`src/rtl/conv_mac_seq_if.sv`:
```
// conv_mac_seq_if: request/operand/result bundle for the sequential conv MAC.
//   start, image, weight, bias  : request and operands (window buffer -> MAC)
//   in_ready, busy              : MAC status
//   result, out_valid           : result side (MAC -> feature-map writer)
//   out_ready                   : writer accepts the result
// master = requester/consumer side, slave = the MAC unit.
interface conv_mac_seq_if #(
  parameter int unsigned DATA_WIDTH = 16,
  parameter int unsigned TAPS       = 18
);
  logic                       start;
  logic                       in_ready;
  logic [TAPS*DATA_WIDTH-1:0] image;
  logic [TAPS*DATA_WIDTH-1:0] weight;
  logic [DATA_WIDTH-1:0]      bias;
  logic                       busy;
  logic [DATA_WIDTH-1:0]      result;
  logic                       out_valid;
  logic                       out_ready;

  modport master (
    output start, image, weight, bias, out_ready,
    input  in_ready, busy, result, out_valid
  );

  modport slave (
    input  start, image, weight, bias, out_ready,
    output in_ready, busy, result, out_valid
  );
endinterface

```
`src/rtl/conv_mac_seq.sv`:
```
// conv_mac_seq: sequential fp16 3D convolution for one output pixel.
// Captures a C x K_WID x K_LEN window, its weights and a bias on start, then accumulates
// LANES products per cycle in a fixed order and presents the (optionally ReLU'd) sum
// through a valid/ready handshake.
// Ports:
//   clk    : clock, rising edge
//   reset  : asynchronous, active-high
//   bus    : conv_mac_seq_if.slave (start/in_ready, image/weight/bias, busy,
//            result/out_valid/out_ready)
module conv_mac_seq #(
  parameter int unsigned DATA_WIDTH = 16,
  parameter int unsigned IN_CH      = 2,
  parameter int unsigned K_LEN      = 3,
  parameter int unsigned K_WID      = 3,
  parameter int unsigned LANES      = 1,
  parameter int unsigned RELU_EN    = 0
) (
  input logic           clk,
  input logic           reset,
  conv_mac_seq_if.slave bus
);
  localparam int unsigned TAPS = IN_CH * K_LEN * K_WID;
  localparam int unsigned CW   = $clog2(TAPS) + 1;
  localparam logic [15:0] QNAN = 16'h7E00;

  localparam logic [1:0] IDLE = 2'd0;
  localparam logic [1:0] MAC  = 2'd1;
  localparam logic [1:0] DONE = 2'd2;

  if ((TAPS % LANES) != 0) begin : g_lanes_check
    $error("conv_mac_seq: LANES must divide IN_CH*K_LEN*K_WID");
  end
  if (DATA_WIDTH != 16) begin : g_width_check
    $error("conv_mac_seq: only fp16 (DATA_WIDTH=16) is supported");
  end

  // ---------------------------------------------------------------- fp16 helpers
  function automatic logic is_nan(input logic [15:0] v);
    return (v[14:10] == 5'h1F) && (v[9:0] != 10'd0);
  endfunction

  function automatic logic is_inf(input logic [15:0] v);
    return (v[14:10] == 5'h1F) && (v[9:0] == 10'd0);
  endfunction

  // Subnormals share the exponent of the smallest normal.
  function automatic int eff_exp(input logic [4:0] e);
    return (e == 5'd0) ? 1 : int'(e);
  endfunction

  // Right shift that ORs every bit shifted out into bit 0.
  function automatic logic [31:0] shr_sticky(input logic [31:0] v, input int sh);
    logic [31:0] mask;
    if (sh >= 32) return {31'd0, |v};
    mask = (32'd1 << sh) - 32'd1;
    return (v >> sh) | {31'd0, |(v & mask)};
  endfunction

  // Normalise and round-to-nearest-even. mant has 1.0 at bit 30 for biased exponent exp_in.
  function automatic logic [15:0] round_pack(input logic sign, input int exp_in,
                                             input logic [31:0] mant_in);
    logic [31:0] m;
    logic [11:0] r;
    logic        rnd;
    logic        denorm;
    int          e;
    m      = mant_in;
    e      = exp_in;
    denorm = 1'b0;
    if (m == 32'd0) return {sign, 15'd0};
    if (m[31]) begin
      m = {1'b0, m[31:2], m[1] | m[0]};
      e = e + 1;
    end
    for (int i = 0; i < 31; i++) begin
      if (!m[30]) begin
        m = m << 1;
        e = e - 1;
      end
    end
    if (e < 1) begin
      m      = shr_sticky(m, 1 - e);
      denorm = 1'b1;
    end
    rnd = m[19] & ((|m[18:0]) | m[20]);
    r   = {1'b0, m[30:20]} + {11'd0, rnd};
    // A subnormal that rounds up to 1.0 becomes the smallest normal via r[10].
    if (denorm) return {sign, 4'd0, r[10], r[9:0]};
    if (r[11]) begin
      r = r >> 1;
      e = e + 1;
    end
    if (e >= 31) return {sign, 5'h1F, 10'd0};
    return {sign, e[4:0], r[9:0]};
  endfunction

  function automatic logic [15:0] fp_mul(input logic [15:0] a, input logic [15:0] b);
    logic        s;
    logic [10:0] ma;
    logic [10:0] mb;
    logic [21:0] p;
    int          e;
    s = a[15] ^ b[15];
    if (is_nan(a) || is_nan(b)) return QNAN;
    if ((is_inf(a) && (b[14:0] == 15'd0)) || (is_inf(b) && (a[14:0] == 15'd0))) return QNAN;
    if (is_inf(a) || is_inf(b)) return {s, 5'h1F, 10'd0};
    ma = {a[14:10] != 5'd0, a[9:0]};
    mb = {b[14:10] != 5'd0, b[9:0]};
    p  = ma * mb;
    e  = eff_exp(a[14:10]) + eff_exp(b[14:10]) - 15;
    return round_pack(s, e, {p, 10'd0});
  endfunction

  function automatic logic [15:0] fp_add(input logic [15:0] a, input logic [15:0] b);
    logic [15:0] x;
    logic [15:0] y;
    logic [31:0] mx;
    logic [31:0] my;
    logic [31:0] m;
    int          ex;
    int          ey;
    if (is_nan(a) || is_nan(b)) return QNAN;
    if (is_inf(a) && is_inf(b) && (a[15] != b[15])) return QNAN;
    if (is_inf(a)) return a;
    if (is_inf(b)) return b;
    // x carries the larger magnitude and therefore the result sign.
    if (b[14:0] > a[14:0]) begin
      x = b;
      y = a;
    end else begin
      x = a;
      y = b;
    end
    ex = eff_exp(x[14:10]);
    ey = eff_exp(y[14:10]);
    mx = {1'b0, x[14:10] != 5'd0, x[9:0], 20'd0};
    my = shr_sticky({1'b0, y[14:10] != 5'd0, y[9:0], 20'd0}, ex - ey);
    if (x[15] == y[15]) m = mx + my;
    else                m = mx - my;
    if (m == 32'd0) return {x[15] & y[15], 15'd0};
    return round_pack(x[15], ex, m);
  endfunction

  // ---------------------------------------------------------------- datapath / FSM
  logic [1:0]                 state_q;
  logic [CW-1:0]              tap_q;
  logic [DATA_WIDTH-1:0]      acc_q;
  logic [DATA_WIDTH-1:0]      acc_sum;
  logic [DATA_WIDTH-1:0]      result_q;
  logic                       out_valid_q;
  logic [TAPS*DATA_WIDTH-1:0] img_q;
  logic [TAPS*DATA_WIDTH-1:0] wgt_q;
  logic                       last_tap;
  int                         idx;

  // Lanes are folded left to right so the rounding sequence is fixed.
  always_comb begin
    acc_sum = acc_q;
    idx     = 0;
    for (int l = 0; l < int'(LANES); l++) begin
      idx = int'(tap_q) + l;
      if (idx < int'(TAPS)) begin
        acc_sum = fp_add(acc_sum,
                         fp_mul(img_q[(int'(TAPS) - 1 - idx) * int'(DATA_WIDTH) +: DATA_WIDTH],
                                wgt_q[(int'(TAPS) - 1 - idx) * int'(DATA_WIDTH) +: DATA_WIDTH]));
      end
    end
  end

  assign last_tap = (tap_q == CW'(TAPS - LANES));

  always_ff @(posedge clk or posedge reset) begin
    if (reset) begin
      state_q     <= IDLE;
      tap_q       <= '0;
      acc_q       <= '0;
      result_q    <= '0;
      out_valid_q <= 1'b0;
      img_q       <= '0;
      wgt_q       <= '0;
    end else begin
      case (state_q)
        IDLE: begin
          if (bus.start) begin
            img_q   <= bus.image;
            wgt_q   <= bus.weight;
            acc_q   <= bus.bias;
            tap_q   <= '0;
            state_q <= MAC;
          end
        end
        MAC: begin
          acc_q <= acc_sum;
          tap_q <= tap_q + CW'(LANES);
          if (last_tap) begin
            result_q    <= ((RELU_EN != 0) && acc_sum[DATA_WIDTH-1]) ? '0 : acc_sum;
            out_valid_q <= 1'b1;
            state_q     <= DONE;
          end
        end
        DONE: begin
          if (bus.out_ready) begin
            out_valid_q <= 1'b0;
            result_q    <= '0;
            state_q     <= IDLE;
          end
        end
        default: state_q <= IDLE;
      endcase
    end
  end

  assign bus.in_ready  = (state_q == IDLE);
  assign bus.busy      = (state_q != IDLE);
  assign bus.result    = result_q;
  assign bus.out_valid = out_valid_q;
endmodule

```
`src/flat_wrapper.sv`:
```
// flat-port wrapper written by rule: the top's interface ports become plain ports
module conv_mac_seq_flat 
#(
  parameter int unsigned DATA_WIDTH = 16,
  parameter int unsigned IN_CH      = 2,
  parameter int unsigned K_LEN      = 3,
  parameter int unsigned K_WID      = 3,
  parameter int unsigned LANES      = 1,
  parameter int unsigned RELU_EN    = 0
)
  (clk, reset, bus_start, bus_image, bus_weight, bus_bias, bus_out_ready, bus_in_ready, bus_busy, bus_result, bus_out_valid);
  conv_mac_seq_if #(.DATA_WIDTH(DATA_WIDTH), .TAPS((18))) bus_i ();
  input logic clk;
  input logic reset;
  input wire logic [$bits(bus_i.start)-1:0] bus_start;
  input wire logic [$bits(bus_i.image)-1:0] bus_image;
  input wire logic [$bits(bus_i.weight)-1:0] bus_weight;
  input wire logic [$bits(bus_i.bias)-1:0] bus_bias;
  input wire logic [$bits(bus_i.out_ready)-1:0] bus_out_ready;
  output wire logic [$bits(bus_i.in_ready)-1:0] bus_in_ready;
  output wire logic [$bits(bus_i.busy)-1:0] bus_busy;
  output wire logic [$bits(bus_i.result)-1:0] bus_result;
  output wire logic [$bits(bus_i.out_valid)-1:0] bus_out_valid;
  assign bus_i.start = bus_start;
  assign bus_i.image = bus_image;
  assign bus_i.weight = bus_weight;
  assign bus_i.bias = bus_bias;
  assign bus_i.out_ready = bus_out_ready;
  assign bus_in_ready = bus_i.in_ready;
  assign bus_busy = bus_i.busy;
  assign bus_result = bus_i.result;
  assign bus_out_valid = bus_i.out_valid;
  conv_mac_seq #(.DATA_WIDTH(DATA_WIDTH), .IN_CH(IN_CH), .K_LEN(K_LEN), .K_WID(K_WID), .LANES(LANES), .RELU_EN(RELU_EN)) u_core (.clk(clk), .reset(reset), .bus(bus_i));
endmodule
```
`config.mk`:
```
export PLATFORM = sky130hd
export DESIGN_NAME = conv_mac_seq_flat
export DESIGN_NICKNAME = d
export VERILOG_FILES = /design/src/rtl/conv_mac_seq_if.sv /design/src/rtl/conv_mac_seq.sv /design/src/flat_wrapper.sv
export SDC_FILE = /design/constraint.sdc
export NUM_CORES = 2
export LEC_CHECK = 0
export ABC_AREA = 1
export CORE_ASPECT_RATIO = 1.2
export CORE_MARGIN = 1
export CORE_UTILIZATION = 36
export CTS_BUF_LIST = sky130_fd_sc_hd__clkbuf_8
export DETAILED_ROUTE_END_ITERATION = 12
export DONT_BUFFER_PORTS = 1
export GPL_ROUTABILITY_DRIVEN = 0
export GPL_TIMING_DRIVEN = 0
export REMOVE_ABC_BUFFERS = 1
export SLEW_MARGIN = 30
export SYNTH_ARGS = -nofsm -noshare
export SYNTH_HDL_FRONTEND = slang
export SYNTH_SLANG_ARGS = --single-unit
```
`constraint.sdc`:
```
create_clock -name clk -period 73.1 [get_ports clk]
set_clock_uncertainty 0.2 [all_clocks]
set_input_delay 10.965 -clock clk [delete_from_list [all_inputs] [get_ports clk]]
set_output_delay 10.965 -clock clk [all_outputs]
set_load 0.05 [all_outputs]
```
* Yosys cells after proc, flatten, opt, wreduce, memory -nomap -nowiden
Cells that the tools add are included.
Storage, ports and cells: register bits 617, input bits 596, output and inout port bits 19
Cells by class: add/subtract/negate cells 80, $mul 1, order comparisons 9, equal/unequal tests 12, shift operators 8, multiplexer cells 1114, bitwise logic cells 13, reductions and logical operators 52
Operators by type and width (count):
- two-way mux 32 bit | 923
- subtractor 32 x 2 -> 32 bit, second input constant | 62
- two-way mux 16 bit | 48
- two-way mux 31 bit | 20
- variable part select 288 x 32 -> 16 bit | 2
- OR reduction 32 bit | 5
- adder 32 x 2 -> 32 bit, second input constant | 4
- two-way mux 1 bit | 108
- greater-or-equal comparator 32 x 7 -> 1 bit, second input constant | 3
- << shifter 1 x 32 -> 32 bit, first input constant | 3
- subtractor 32 x 1 -> 32 bit, second input constant | 3
- bitwise AND 32 bit | 2
- greater-or-equal comparator 32 x 6 -> 1 bit, second input constant | 2
- < comparator 32 x 2 -> 1 bit, second input constant | 2
- one-hot mux 16 bit (2 select lines) | 2
- >> shifter 32 x 32 -> 31 bit | 2
- subtractor 2 x 32 -> 32 bit, first input constant | 2
- OR 31 x 1 -> 31 bit | 2
- logical NOT 10 bit | 4
- nonzero test 10 bit | 4
- OR reduction 19 bit | 2
- adder 31 x 32 -> 32 bit | 1
- adder 32 bit | 1
- bitwise AND 31 x 32 -> 32 bit | 1
- other kinds (41) | 81

* Depth between registers and ports, before layout
depth after elaboration 675, gate-level depth with buffers 411

* Least setup slack after synthesis
No wires, ideal clock.
path type register -> register, start register u_core.tap_q[1], end register u_core.acc_q[10], setup time 139 ps, data arrival time 54811 ps, data required time 72761 ps, setup slack 17951 ps, cell stages (with the launch flop) 383, clock period less this slack 55149 ps, cells stage by stage dfrtp_1 clkinv_1 clkbuf_1 clkbuf_1 ha_1 clkbuf_1 nor2_1 clkbuf_1 buf_1 clkbuf_1 nand3_1 nand4_1 a21boi_0 o21ai_0 nand3_1 nor2_1 inv_1 nand2_1 (+347 left out) nand3_2 nand3_2 nand3_2 nand3_2 nand2_2 nand2_2 inv_1 ha_1 nand3_1 nor3b_1 nand2_1 nor2_1 xor2_1 o21ai_0 nand2_1 nand2_1 o211ai_1 o211ai_2
RTL lines:
- start: declaration | RTL line conv_mac_seq.sv:146 | logic [CW-1:0] tap_q;
- start signal: assignment | RTL line conv_mac_seq.sv:194 | tap_q <= tap_q + CW'(LANES);
- end signal: assignment | RTL line conv_mac_seq.sv:187 | acc_q <= bus.bias;
- end signal: assignment | RTL line conv_mac_seq.sv:193 | acc_q <= acc_sum;
- end: declaration | RTL line conv_mac_seq.sv:147 | logic [DATA_WIDTH-1:0] acc_q;

==> results.sh <==
export IMPL_cp_max_fo=51
export IMPL_cpMostUsedCell="nand2_1"
export IMPL_critical_path_class="reg -> reg"
export IMPL_vias=82800
export IMPL_synth_common_cells="nand2_1, nand3_1, nor2_1, inv_1, nand2_2"
export IMPL_dp_hpwl_um=214000
export IMPL_die_width_um=435
export IMPL_synth_area_um2=81000
export IMPL_grt_start_max_net_pins=114
export IMPL_clk_pin_slew_ps=70
export IMPL_async_flop_share=1.00
export IMPL_die_area_um2=227000
export IMPL_grt_usage=0.228
export IMPL_postRouteAntennaNets=0
export IMPL_post_cts_buffers=0
export IMPL_endpoint_kind="flip-flop"
export IMPL_die_h_um=521
export IMPL_place_area_um2=83600
export IMPL_drc=0
export IMPL_hold_buffers=0
export IMPL_r2r_slack_ps=7170
export IMPL_synth_area_leaders="nand2_1, dfrtp_1, nand3_1, nor2_1, inv_1"
export IMPL_cts_buffers=94
export IMPL_vias_per_cell=5.11
export IMPL_synth_seq_cells=617
export IMPL_core_area_um2=223000
export IMPL_timing_hold_ws_ps=274
export IMPL_ys_seq_area_frac=0.191
export IMPL_yosys_area_top_type_share=0.216
export IMPL_stdcell_count=16200
export IMPL_area_growth_syn_to_layout_pct=6.02
export IMPL_yosysWarnings=0
export IMPL_routed_wl_um=267000
export IMPL_fmax_mhz=15.2
export IMPL_synth_edf_count=0
export IMPL_critPathArrivalTime_ps=66460
export IMPL_required_ps=73630
export IMPL_firstDrtPassIters=6
export IMPL_clock_latency_ps=840
export IMPL_core_rowCount=190
export IMPL_synth_top_area_cell="nand2_1"
export IMPL_io_pins=615
export IMPL_drt_iter0_drc=5181
export IMPL_grt_first_pass_wirelength_um=424000
export IMPL_cp_slowest_cell="fa_1"
export IMPL_cts_tree="done"
export IMPL_cp_start_kind="flip-flop"
export IMPL_htree_num_levels=3
export IMPL_start_util=0.362
export IMPL_maxCapViolCount=0
export IMPL_dp_slack_ps=6980
export IMPL_grt_pass1_vias=80300
export IMPL_finalCriticalPeriod_ps=65930
export IMPL_clk_path_buf_depth=3
export IMPL_cts_root_buf="clkbuf_8"
export IMPL_dp_cells=16000
export IMPL_maxSlewViolCount=0
export IMPL_io_buffers=0
export IMPL_finalCritPeriodShare=0.902
export IMPL_hold_violations=0
export IMPL_synth_distinct_cells=101
export IMPL_syn_area_per_cell_um2=6.05
export IMPL_setup_viol=0
export IMPL_cts_sinks=617
export IMPL_cts_repair_resized=0
export IMPL_hp_class="reg -> reg"
export IMPL_maxSlewHeadroom=0.252
export IMPL_setup_ws_ps=7170
export IMPL_syn_inst=13400
export IMPL_max_stage_delay_ps=1100
export IMPL_avgRoutedWirePerCell_um=16.5
export IMPL_synth_most_common_cell="nand2_1"
export IMPL_fin_nets=14000
export IMPL_rsz0062_at_grt="false"
export IMPL_grt_antenna_before_repair=67
export IMPL_final_cell_area_um2=85800
export IMPL_tightest_slew_ps=1110
export IMPL_drive_gt1_frac=0.156
export IMPL_num_fill_cells=24900
export IMPL_yosys_most_used_dff="dfrtp_1"
export IMPL_status="finished, final reports clean"
export IMPL_grt_ovfl_total=0
==> per-layer routing <==
metal  global-route usage  vias to the layer above  wire length (um)
li1                     -                    42600                 -
met3               0.0426                      494             14900
met2                0.415                     1846            133000
met5                    0                        -               206
met1                0.247                    37900            104000
met4                0.130                       30             15300
==> final cells by class <==
type                    count  area [um^2]  area share
clock inverters            52          429     0.00500
multi-input cells       10800        57000       0.664
flip-flops and latches    617        15400       0.180
inverters                1560         6140      0.0715
diodes                     49          123     0.00143
well taps                2976         3720      0.0434
repair buffers             54         1290      0.0150
clock buffers             124         1710      0.0199
==> sequential cells by signal, summed over array words and instances (netlist names) <==
| name | count |
|---|---|
| u_core.img_q | 288 |
| u_core.wgt_q | 288 |
| u_core.acc_q | 16 |
| u_core.bus.result | 16 |
| u_core.tap_q | 6 |
| u_core.state_q | 2 |
| u_core.bus.out_valid | 1 |
==> critical path: cells and delay by family (launching register included) <==
kind	cells	cell delay, ps
adder cells (fa/ha/maj)	72	22690
buffers and inverters	62	8550
AND/OR/NAND/NOR	191	27300
AO/OA/AOI/OAI	34	6200
flip-flops	1	670
==> stage by stage <==
stage,setup TNS [ps],util
floorplan,0,-
global placement,-7080110,0.367
detailed placement,0,0.374
CTS,0,0.383
global route,0,0.384
finish,0,0.384
==> cell families after synthesis <==
logic type,Yosys count,share of synthesized area
AO/OA/AOI/OAI,1079,0.0827
adder cells (fa/ha/maj),274,0.0501
flip-flops,617,0.191
AND/OR/NAND/NOR,9331,0.557
multiplexers,9,0.00111
buffers and inverters,1989,0.108
XOR/XNOR,89,0.0102
==> worst paths after layout <==
kind / start / endpoint / cells after the start
max: u_core.tap_q[1] / u_core.bus.result[3] / 359
min in group asynchronous: reset / u_core.wgt_q[82] / 1
min: u_core.wgt_q[206] / u_core.wgt_q[206] / 2
max in group asynchronous: reset / u_core.wgt_q[7] / 5
max reg2reg: u_core.tap_q[1] / u_core.bus.result[3] / 359
min reg2reg: u_core.wgt_q[206] / u_core.wgt_q[206] / 2
==> layout by cell type (no fill, tap or decap), types with 16 or more instances in the layout <==
master,instances
clkinv_1,51
nor4_1,45
nor3_1,133
nand2_2,667
buf_16,33
nor2_2,176
nor2_8,21
diode_2,49
ha_1,186
nand3_1,1300
o22ai_1,19
nand2_1,4660
fa_1,84
nand2_4,186
o21ai_0,408
nand3b_1,60
inv_2,212
nand3_2,295
xnor2_1,24
a21oi_2,16
a31oi_1,35
a21oi_1,188
nand3_4,29
nor2_1,1236
xor2_1,58
o221ai_1,82
dfrtp_1,615
a22oi_1,22
clkbuf_8,124
inv_1,1253
nand4_1,348
clkinv_2,27
inv_4,27
nor2_4,52
o211ai_1,63
o21ai_1,85
or2_1,25
o21ai_2,39
Power is not shown: default switching activity piles up to over one toggle a cycle in this logic, so the estimate is an artifact.
